### config.mk
export PLATFORM = sky130hd
export DESIGN_NAME = ap_ctrl_txn_profiler_flat
export DESIGN_NICKNAME = d
export VERILOG_FILES = /design/src/rtl/ap_prof_pkg.sv /design/src/rtl/ap_ctrl_txn_profiler_if.sv /design/src/rtl/ap_prof_fifo.sv /design/src/rtl/ap_ctrl_txn_profiler.sv /design/src/flat_wrapper.sv
export SDC_FILE = /design/constraint.sdc
export NUM_CORES = 1
export LEC_CHECK = 0
export BUFFER_PORTS_ARGS = -buffer_cell sky130_fd_sc_hd__buf_2
export CORE_ASPECT_RATIO = 0.8
export CORE_MARGIN = 3
export CORE_UTILIZATION = 56
export CTS_CLUSTER_DIAMETER = 40
export CTS_CLUSTER_SIZE = 14
export DETAILED_ROUTE_END_ITERATION = 10
export HOLD_SLACK_MARGIN = 0.1
export PLACE_DENSITY_LB_ADDON = 0.05
export SLEW_MARGIN = 20
export SYNTH_ARGS = -nofsm -noshare
export SYNTH_HDL_FRONTEND = slang
export SYNTH_SLANG_ARGS = --single-unit
export TNS_END_PERCENT = 100
### constraint.sdc
create_clock -name clock -period 7.9 [get_ports clock]
set_clock_uncertainty 0.05 [all_clocks]
set_input_delay 0.395 -clock clock [delete_from_list [all_inputs] [get_ports clock]]
set_output_delay 0.395 -clock clock [all_outputs]
set_load 0.05 [all_outputs]
### src/rtl/ap_prof_pkg.sv
// Shared types for the HLS block-level handshake transaction profiler.
//   rec_t        : record emitted per transaction {id, latency, interval[, stall]}
//   ts_entry_t   : in-flight transaction held in the timestamp queue
//   prof_state_e : run-control FSM states
// Optional feature macro: AP_PROF_STALL_EN adds the stall field to rec_t.
package ap_prof_pkg;

  localparam int unsigned CNT_W = 32;  // cycle counter / latency / interval width
  localparam int unsigned ID_W  = 16;  // transaction id width, wraps

  // Bit positions inside err_flags.
  localparam int unsigned ErrDropIdx     = 0;
  localparam int unsigned ErrOverflowIdx = 1;
  localparam int unsigned ErrOrphanIdx   = 2;

  typedef enum logic [1:0] {StIdle, StRun, StDrain, StDone} prof_state_e;

  typedef struct packed {
    logic [ID_W-1:0]  id;
    logic [CNT_W-1:0] latency;
    logic [CNT_W-1:0] interval;
`ifdef AP_PROF_STALL_EN
    logic [CNT_W-1:0] stall;
`endif
  } rec_t;

  typedef struct packed {
    logic [ID_W-1:0]  id;
    logic [CNT_W-1:0] ts;
    logic [CNT_W-1:0] interval;
  } ts_entry_t;

endpackage

### src/rtl/ap_ctrl_txn_profiler_if.sv
// Handshake and record-stream bundle for ap_ctrl_txn_profiler.
//   ap_start/ap_ready/ap_done/ap_continue : observed HLS block-level handshake
//   rec_valid/rec_ready/rec_data          : record output stream
// master: the environment (drives handshake and rec_ready)
// slave : the profiler (observes handshake, drives the record stream)
interface ap_ctrl_txn_profiler_if;
  import ap_prof_pkg::*;

  logic ap_start;
  logic ap_ready;
  logic ap_done;
  logic ap_continue;
  logic rec_valid;
  logic rec_ready;
  rec_t rec_data;

  modport master (
    output ap_start, ap_ready, ap_done, ap_continue, rec_ready,
    input  rec_valid, rec_data
  );

  modport slave (
    input  ap_start, ap_ready, ap_done, ap_continue, rec_ready,
    output rec_valid, rec_data
  );

endinterface

### src/rtl/ap_prof_fifo.sv
// First-word fall-through FIFO used for the timestamp queue and the record FIFO.
//   clock, reset (async active-low)
//   wr_en/wr_data : write; accepted when not full, or when full with a same-cycle read
//   rd_en/rd_data : read; rd_data shows the head whenever not empty
//   full, empty   : occupancy flags
// Depth must be a power of two, at least 2.
module ap_prof_fifo #(
  parameter int unsigned Width = 8,
  parameter int unsigned Depth = 4
) (
  input  logic             clock,
  input  logic             reset,
  input  logic             wr_en,
  input  logic [Width-1:0] wr_data,
  input  logic             rd_en,
  output logic [Width-1:0] rd_data,
  output logic             full,
  output logic             empty
);

  localparam int unsigned AW = $clog2(Depth);
  localparam logic [AW:0] PtrOne = (AW + 1)'(1);

  // Pointers carry one extra wrap bit to tell full from empty.
  logic [AW:0]      wptr_q, rptr_q;
  logic [Width-1:0] mem_q [Depth];
  logic             do_wr, do_rd;

  assign empty   = (wptr_q == rptr_q);
  assign full    = (wptr_q[AW] != rptr_q[AW]) && (wptr_q[AW-1:0] == rptr_q[AW-1:0]);
  assign do_rd   = rd_en & ~empty;
  assign do_wr   = wr_en & (~full | do_rd);
  assign rd_data = mem_q[rptr_q[AW-1:0]];

  always_ff @(posedge clock or negedge reset) begin
    if (!reset) begin
      wptr_q <= '0;
      rptr_q <= '0;
    end else begin
      if (do_wr) wptr_q <= wptr_q + PtrOne;
      if (do_rd) rptr_q <= rptr_q + PtrOne;
    end
  end

  // Storage needs no reset: it is only visible through the pointers.
  always_ff @(posedge clock) begin
    if (do_wr) mem_q[wptr_q[AW-1:0]] <= wr_data;
  end

endmodule

### src/rtl/ap_ctrl_txn_profiler.sv
// Transaction profiler for one HLS ap_ctrl handshake. Timestamps each accepted start,
// pairs it in order with its completion and emits one record per transaction.
//   clock, reset (async active-low)
//   bus       : slave modport; observed handshake in, record stream out
//   finish    : stop accepting new transactions, drain those in flight
//   drained   : FSM has reached DONE
//   err_flags : sticky {orphan_done, ts_overflow, rec_drop}
//   drop_cnt  : saturating count of records lost to a full record FIFO
// Optional feature macro: AP_PROF_STALL_EN adds a per-record count of cycles spent
// with ap_done high and ap_continue low before the completion.
module ap_ctrl_txn_profiler
  import ap_prof_pkg::*;
#(
  parameter int unsigned MAX_OUTST = 4,
  parameter int unsigned REC_DEPTH = 8
) (
  input  logic                   clock,
  input  logic                   reset,
  ap_ctrl_txn_profiler_if.slave  bus,
  input  logic                   finish,
  output logic                   drained,
  output logic [2:0]             err_flags,
  output logic [15:0]            drop_cnt
);

  prof_state_e      state_q, state_d;
  logic [CNT_W-1:0] cyc_q, prev_acc_q;
  logic             have_prev_q;
  logic [ID_W-1:0]  id_q;
  logic [2:0]       err_q, err_d;
  logic [15:0]      drop_cnt_q;
  rec_t             pend_q, pend_d;
  logic             pend_valid_q, pend_valid_d;

  logic             accept, complete, acc_en;
  logic [CNT_W-1:0] interval;
  logic             ts_push, ts_pop, ts_full, ts_empty, bypass;
  logic             overflow, orphan, drop;
  ts_entry_t        ts_new, ts_head;
  rec_t             rec_out;
  logic             rec_full, rec_empty, rec_valid, rec_rd;

  assign accept   = bus.ap_start & bus.ap_ready;
  assign complete = bus.ap_done & bus.ap_continue;
  // An accept coinciding with finish in IDLE is dropped: the run ends before it starts.
  assign acc_en   = accept & ((state_q == StRun) | ((state_q == StIdle) & ~finish));
  assign interval = have_prev_q ? (cyc_q - prev_acc_q) : '0;

  // Completion with nothing queued pairs directly with a same-cycle accept.
  assign ts_pop   = complete & ~ts_empty;
  assign bypass   = complete & ts_empty & acc_en;
  assign ts_push  = acc_en & ~bypass;
  assign overflow = ts_push & ts_full & ~ts_pop;
  assign orphan   = complete & ts_empty & ~acc_en;
  assign ts_new   = '{id: id_q, ts: cyc_q, interval: interval};

  ap_prof_fifo #(
    .Width ($bits(ts_entry_t)),
    .Depth (MAX_OUTST)
  ) u_ts_queue (
    .clock   (clock),
    .reset   (reset),
    .wr_en   (ts_push),
    .wr_data (ts_new),
    .rd_en   (ts_pop),
    .rd_data (ts_head),
    .full    (ts_full),
    .empty   (ts_empty)
  );

`ifdef AP_PROF_STALL_EN
  logic [CNT_W-1:0] stall_q;

  always_ff @(posedge clock or negedge reset) begin
    if (!reset) begin
      stall_q <= '0;
    end else if (complete) begin
      stall_q <= '0;
    end else if (bus.ap_done & ~bus.ap_continue) begin
      stall_q <= stall_q + CNT_W'(1);
    end
  end
`endif

  // Record built at the completion edge, written to the record FIFO one cycle later.
  always_comb begin
    pend_d       = pend_q;
    pend_valid_d = ts_pop | bypass;
    if (ts_pop) begin
      pend_d.id       = ts_head.id;
      pend_d.latency  = cyc_q - ts_head.ts;
      pend_d.interval = ts_head.interval;
    end else begin
      pend_d.id       = id_q;
      pend_d.latency  = '0;
      pend_d.interval = interval;
    end
`ifdef AP_PROF_STALL_EN
    pend_d.stall = stall_q;
`endif
  end

  assign rec_rd = rec_valid & bus.rec_ready;
  assign drop   = pend_valid_q & rec_full & ~rec_rd;

  ap_prof_fifo #(
    .Width ($bits(rec_t)),
    .Depth (REC_DEPTH)
  ) u_rec_fifo (
    .clock   (clock),
    .reset   (reset),
    .wr_en   (pend_valid_q),
    .wr_data (pend_q),
    .rd_en   (rec_rd),
    .rd_data (rec_out),
    .full    (rec_full),
    .empty   (rec_empty)
  );

  assign rec_valid     = ~rec_empty;
  assign bus.rec_valid = rec_valid;
  // Gate the unreset FIFO storage so the stream reads zero when idle.
  assign bus.rec_data  = rec_valid ? rec_out : '0;

  always_comb begin
    err_d               = err_q;
    err_d[ErrOrphanIdx]   = err_q[ErrOrphanIdx] | orphan;
    err_d[ErrOverflowIdx] = err_q[ErrOverflowIdx] | overflow;
    err_d[ErrDropIdx]     = err_q[ErrDropIdx] | drop;
  end

  always_comb begin
    state_d = state_q;
    case (state_q)
      StIdle: begin
        if (finish) begin
          state_d = StDone;
        end else if (accept) begin
          state_d = StRun;
        end
      end
      StRun:   if (finish) state_d = StDrain;
      StDrain: if (ts_empty && !pend_valid_q) state_d = StDone;
      StDone:  state_d = StDone;
      default: state_d = StIdle;
    endcase
  end

  always_ff @(posedge clock or negedge reset) begin
    if (!reset) begin
      state_q      <= StIdle;
      cyc_q        <= '0;
      prev_acc_q   <= '0;
      have_prev_q  <= 1'b0;
      id_q         <= '0;
      err_q        <= '0;
      drop_cnt_q   <= '0;
      pend_q       <= '0;
      pend_valid_q <= 1'b0;
    end else begin
      state_q      <= state_d;
      cyc_q        <= cyc_q + CNT_W'(1);
      err_q        <= err_d;
      pend_q       <= pend_d;
      pend_valid_q <= pend_valid_d;
      // Overflowed accepts still count: they advance the id and the interval base.
      if (acc_en) begin
        prev_acc_q  <= cyc_q;
        have_prev_q <= 1'b1;
        id_q        <= id_q + ID_W'(1);
      end
      if (drop && drop_cnt_q != 16'hFFFF) drop_cnt_q <= drop_cnt_q + 16'd1;
    end
  end

  assign drained   = (state_q == StDone);
  assign err_flags = err_q;
  assign drop_cnt  = drop_cnt_q;

endmodule

### src/flat_wrapper.sv
// flat-port wrapper written by rule: the top's interface ports become plain ports
module ap_ctrl_txn_profiler_flat import ap_prof_pkg::*;
#(
  parameter int unsigned MAX_OUTST = 4,
  parameter int unsigned REC_DEPTH = 8
)
  (clock, reset, finish, drained, err_flags, drop_cnt, bus_ap_start, bus_ap_ready, bus_ap_done, bus_ap_continue, bus_rec_ready, bus_rec_valid, bus_rec_data);
  ap_ctrl_txn_profiler_if bus_i ();
  input  logic clock;
  input  logic reset;
  input  logic finish;
  output logic drained;
  output logic [2:0] err_flags;
  output logic [15:0] drop_cnt;
  input wire logic [$bits(bus_i.ap_start)-1:0] bus_ap_start;
  input wire logic [$bits(bus_i.ap_ready)-1:0] bus_ap_ready;
  input wire logic [$bits(bus_i.ap_done)-1:0] bus_ap_done;
  input wire logic [$bits(bus_i.ap_continue)-1:0] bus_ap_continue;
  input wire logic [$bits(bus_i.rec_ready)-1:0] bus_rec_ready;
  output wire logic [$bits(bus_i.rec_valid)-1:0] bus_rec_valid;
  output wire logic [$bits(bus_i.rec_data)-1:0] bus_rec_data;
  assign bus_i.ap_start = bus_ap_start;
  assign bus_i.ap_ready = bus_ap_ready;
  assign bus_i.ap_done = bus_ap_done;
  assign bus_i.ap_continue = bus_ap_continue;
  assign bus_i.rec_ready = bus_rec_ready;
  assign bus_rec_valid = bus_i.rec_valid;
  assign bus_rec_data = bus_i.rec_data;
  ap_ctrl_txn_profiler #(.MAX_OUTST(MAX_OUTST), .REC_DEPTH(REC_DEPTH)) u_core (.clock(clock), .reset(reset), .bus(bus_i), .finish(finish), .drained(drained), .err_flags(err_flags), .drop_cnt(drop_cnt));
endmodule
==> results.ini <==
[setup_path]
max_stage_delay_ns = 0.93
worstPathCellList = buf_4 -> buf_12 -> mux4_2 -> mux2i_1 -> nor2_1 -> buf_2
regToRegSetupSlack_ns = 3.36
r2r_cells = 12
crit_type = reg2out
cp.buffers_inverters = 3
cpLargestDelayFamily = buffers and inverters
arrival_ns = 4.45
reg2reg_to = u_core.pend_q[62]
critPathRequiredTime_ns = 7.46
worstPathMaxFanout = 83
crit_slowest_cell = dfrtp_4
endpoint_kind = primary output
reg2reg_from = u_core.u_ts_queue.rptr_q[1]
cp-start-kind = flip-flop

[logic_synthesis]
synth-simple-area-share = 0.0466
synthCells = 2619
yosysTopAreaCellShare = 0.616
synth_seq_area_share = 0.721
yosys-top-cells-area = edfxtp_1 62%, mux4_2 11%, dfrtp_1 11%, ha_1 2.1%, mux2i_1 1.8%
synthMuxAreaShare = 0.139
synth_fa_ha_area_frac = 0.0222
async_flop_share = 0.170
ys.flop_type = edfxtp_1
synth_area_sq_um = 46800
synth_top_area_cell = edfxtp_1
synth_xor_area_frac = 0.0243
synthesis.nets = 2709
ys_ff_latch = 1157
ys_warn_count = 0
synth_compound_area_frac = 0.0311
synth_cell_types = 71
synth_top_family_by_area = multiplexers
synth_enable_flop_cells = 960
syn_area_per_cell_sq_um = 17.9

[place]
port_buffers = 108
dp_hpwl_mm = 58.3
gp_congestion = 0.786

[clock_network]
cts_buffers = 135
cts_tree = yes
cts_buffer_depth = 3
clock-sinks = 1157
ctsResizeCount = 0
htree_levels = 4
clockRootBuffer = clkbuf_16
path_clk_slew_ns = 0.06
holdBufCountCts = 8
cts_setup_buffers = 0
clock_latency_ns = 0.71

[grt]
grt_pass1_vias = 24900
global_route.usage.total = 0.235
grt.overflow.total = 0
grt_pass1_wl_mm = 153
grt_max_degree = 111
grt-busiest-layer = met1
antenna_found_initial = 2
use_met1 = 0.356
grtUsageMet3 = 0.0473
met2_usage = 0.356

[sta]
setup_viol = 0
relSlewSlack = 0.285
fmax_mhz = 204
period_share = 0.620
hold_viol = 0
tightest_slew_ns = 1.07
holdWs_ns = 0.195
rsz0062_at_grt = false
post-route-min-period_ns = 4.90
fin_setup_tns_ns = 0
final_max_slew_viol_count = 0

[floorplan]
die_area_sq_um = 87100
rows = 94
ios = 109
initial_core_util = 0.567
die_x_um = 329
coreArea_sq_um = 82600
die-height_um = 265

[power_and_ir_drop]
peakVddDrop_v = 0.000325
p_total_mw = 19.0
power.leakage_nw = 19.9
p_per_area_nw_per_um2 = 356

[cells_and_area]
area_growth_pct = 13.9
final_util = 0.646
layout.nets = 2896
drive_gt1_frac = 0.228

[route]
drtIter0Drc = 1925
wire_per_inst_um = 24.7
drc = 0
dr.pass1.iters = 5
routed_wl_mm = 99.3
dr_total_vias = 23900
antenna_left = 0
vias_per_cell = 5.93

[worst_hold_path]
hold_path.class = in2async

[job]
drv_cap = 0

[status]
status = completed

-- synth_stat cells, types with 4 or more instances --
cell type	instances
o211ai_1	5
mux2_2	25
ha_1	80
a21oi_1	61
nor2_1	183
o21bai_1	5
nand2b_1	15
mux2i_1	82
xnor2_1	80
mux4_2	239
xor2_1	50
o21ai_0	64
nor3_1	14
inv_1	80
nand4_1	20
and2_1	16
a22o_1	4
a21o_1	24
a211oi_1	5
clkbuf_1	58
o31ai_1	4
nor2b_1	8
and3_1	19
a31oi_1	8
o21a_1	10
buf_2	6
dfrtp_1	197
nand2_1	168
edfxtp_1	960
a31o_2	5
buf_1	31
nand3_1	33
-- worst reg2reg max path: stages (launching register included) --
cell	delay [ns]
dfrtp_4	0.65
buf_4	0.90
mux4_2	0.45
inv_1	0.07
ha_1	0.28
a2111o_1	0.40
o2111ai_1	0.26
o41ai_1	0.16
nor3b_1	0.52
o21ai_1	0.18
a41o_1	0.28
xnor2_1	0.15
nor2_1	0.06
-- report_power, final --
part           switching, mW  total [mW]  internal, mW
Sequential             0.400        7.51          7.11
Combinational           3.50        5.33          1.83
Clock                   2.45        6.13          3.69
Total                   6.35        19.0          12.6
-- sequential cells by signal, summed over array words and instances (netlist names) --
register / count
u_core.pend_valid_q: 1
u_core.err_flags: 3
u_core.u_ts_queue.wptr_q: 3
u_core.prev_acc_q: 32
u_core.state_q: 2
u_core.drop_cnt: 16
u_core.u_rec_fifo.rptr_q: 4
u_core.cyc_q: 32
u_core.have_prev_q: 1
u_core.id_q: 16
u_core.u_rec_fifo.wptr_q: 4
u_core.u_ts_queue.rptr_q: 3
u_core.pend_q: 80
u_core.u_ts_queue.mem_q: 320
u_core.u_rec_fifo.mem_q: 640
-- cell usage in the layout (no fill, tap or decap), drive strengths merged, types with 15 or more instances in the layout --
cell / instances
clkbuf: 182
o21ai: 68
and3: 19
xor2: 50
mux2: 25
dfrtp: 197
and2: 17
nand3: 33
a21oi: 63
nand2: 168
nor2: 183
ha: 80
edfxtp: 960
buf: 143
nand4: 20
xnor2: 80
mux2i: 82
nand2b: 15
inv: 93
a21o: 25
clkinv: 37
mux4: 240
-- kinds of logic (layout without fill, tap and decap cells) --
group | count (synthesis) | in the layout
other cells | 0 | 2
fa+ha+maj | 82 | 82
mux | 347 | 347
buf+inv | 182 | 483
flops | 1157 | 1157
compound gates | 226 | 226
xor+xnor | 130 | 130
simple gates | 495 | 495
-- final cells by class --
cell class | instances | area (sq um)
Sequential cell | 1157 | 33800
Antenna cell | 2 | 5.00
Timing Repair Buffer | 151 | 933
Clock buffer | 182 | 3790
Fill cell | 5722 | 29200
Multi-Input combinational cell | 1280 | 12400
Inverter | 81 | 304
Clock inverter | 69 | 726
Tap cell | 1104 | 1380
-- metrics by stage --
| stage | setup slack (ns) | cell area [sq um] | cells |
|---|---|---|---|
| finish | 3.00 | 53300 | 4026 |
| global route | 2.62 | 53300 | 4024 |
| CTS | 2.82 | 53300 | 4024 |
| detailed placement | 3.12 | 48700 | 3765 |
| global placement | 3.13 | 48700 | 3765 |
| floorplan | 0.534 | 46800 | 2619 |
-- how the worst max path moves through the flow --
stage               cells after the start                   startpoint                             to  slack [ns]
floorplan                               7  u_core.u_rec_fifo.rptr_q[1]  u_core.u_rec_fifo.mem_q[0][0]        0.53
global placement                       13  u_core.u_ts_queue.rptr_q[0]              u_core.pend_q[62]        3.13
detailed placement                     13  u_core.u_ts_queue.rptr_q[0]              u_core.pend_q[62]        3.12
CTS                                     6  u_core.u_rec_fifo.rptr_q[0]               bus_rec_data[10]        2.82
global route                            6  u_core.u_rec_fifo.rptr_q[0]               bus_rec_data[10]        2.62
finish                                  6  u_core.u_rec_fifo.rptr_q[0]               bus_rec_data[31]        3.00
-- routing by layer --
metal	wire length [um]	up-vias
met2	45700	692
met1	45000	12500
met5	0	-
met4	2130	0
met3	6400	143
li1	-	10600
Power figures use the tool's default switching activity.
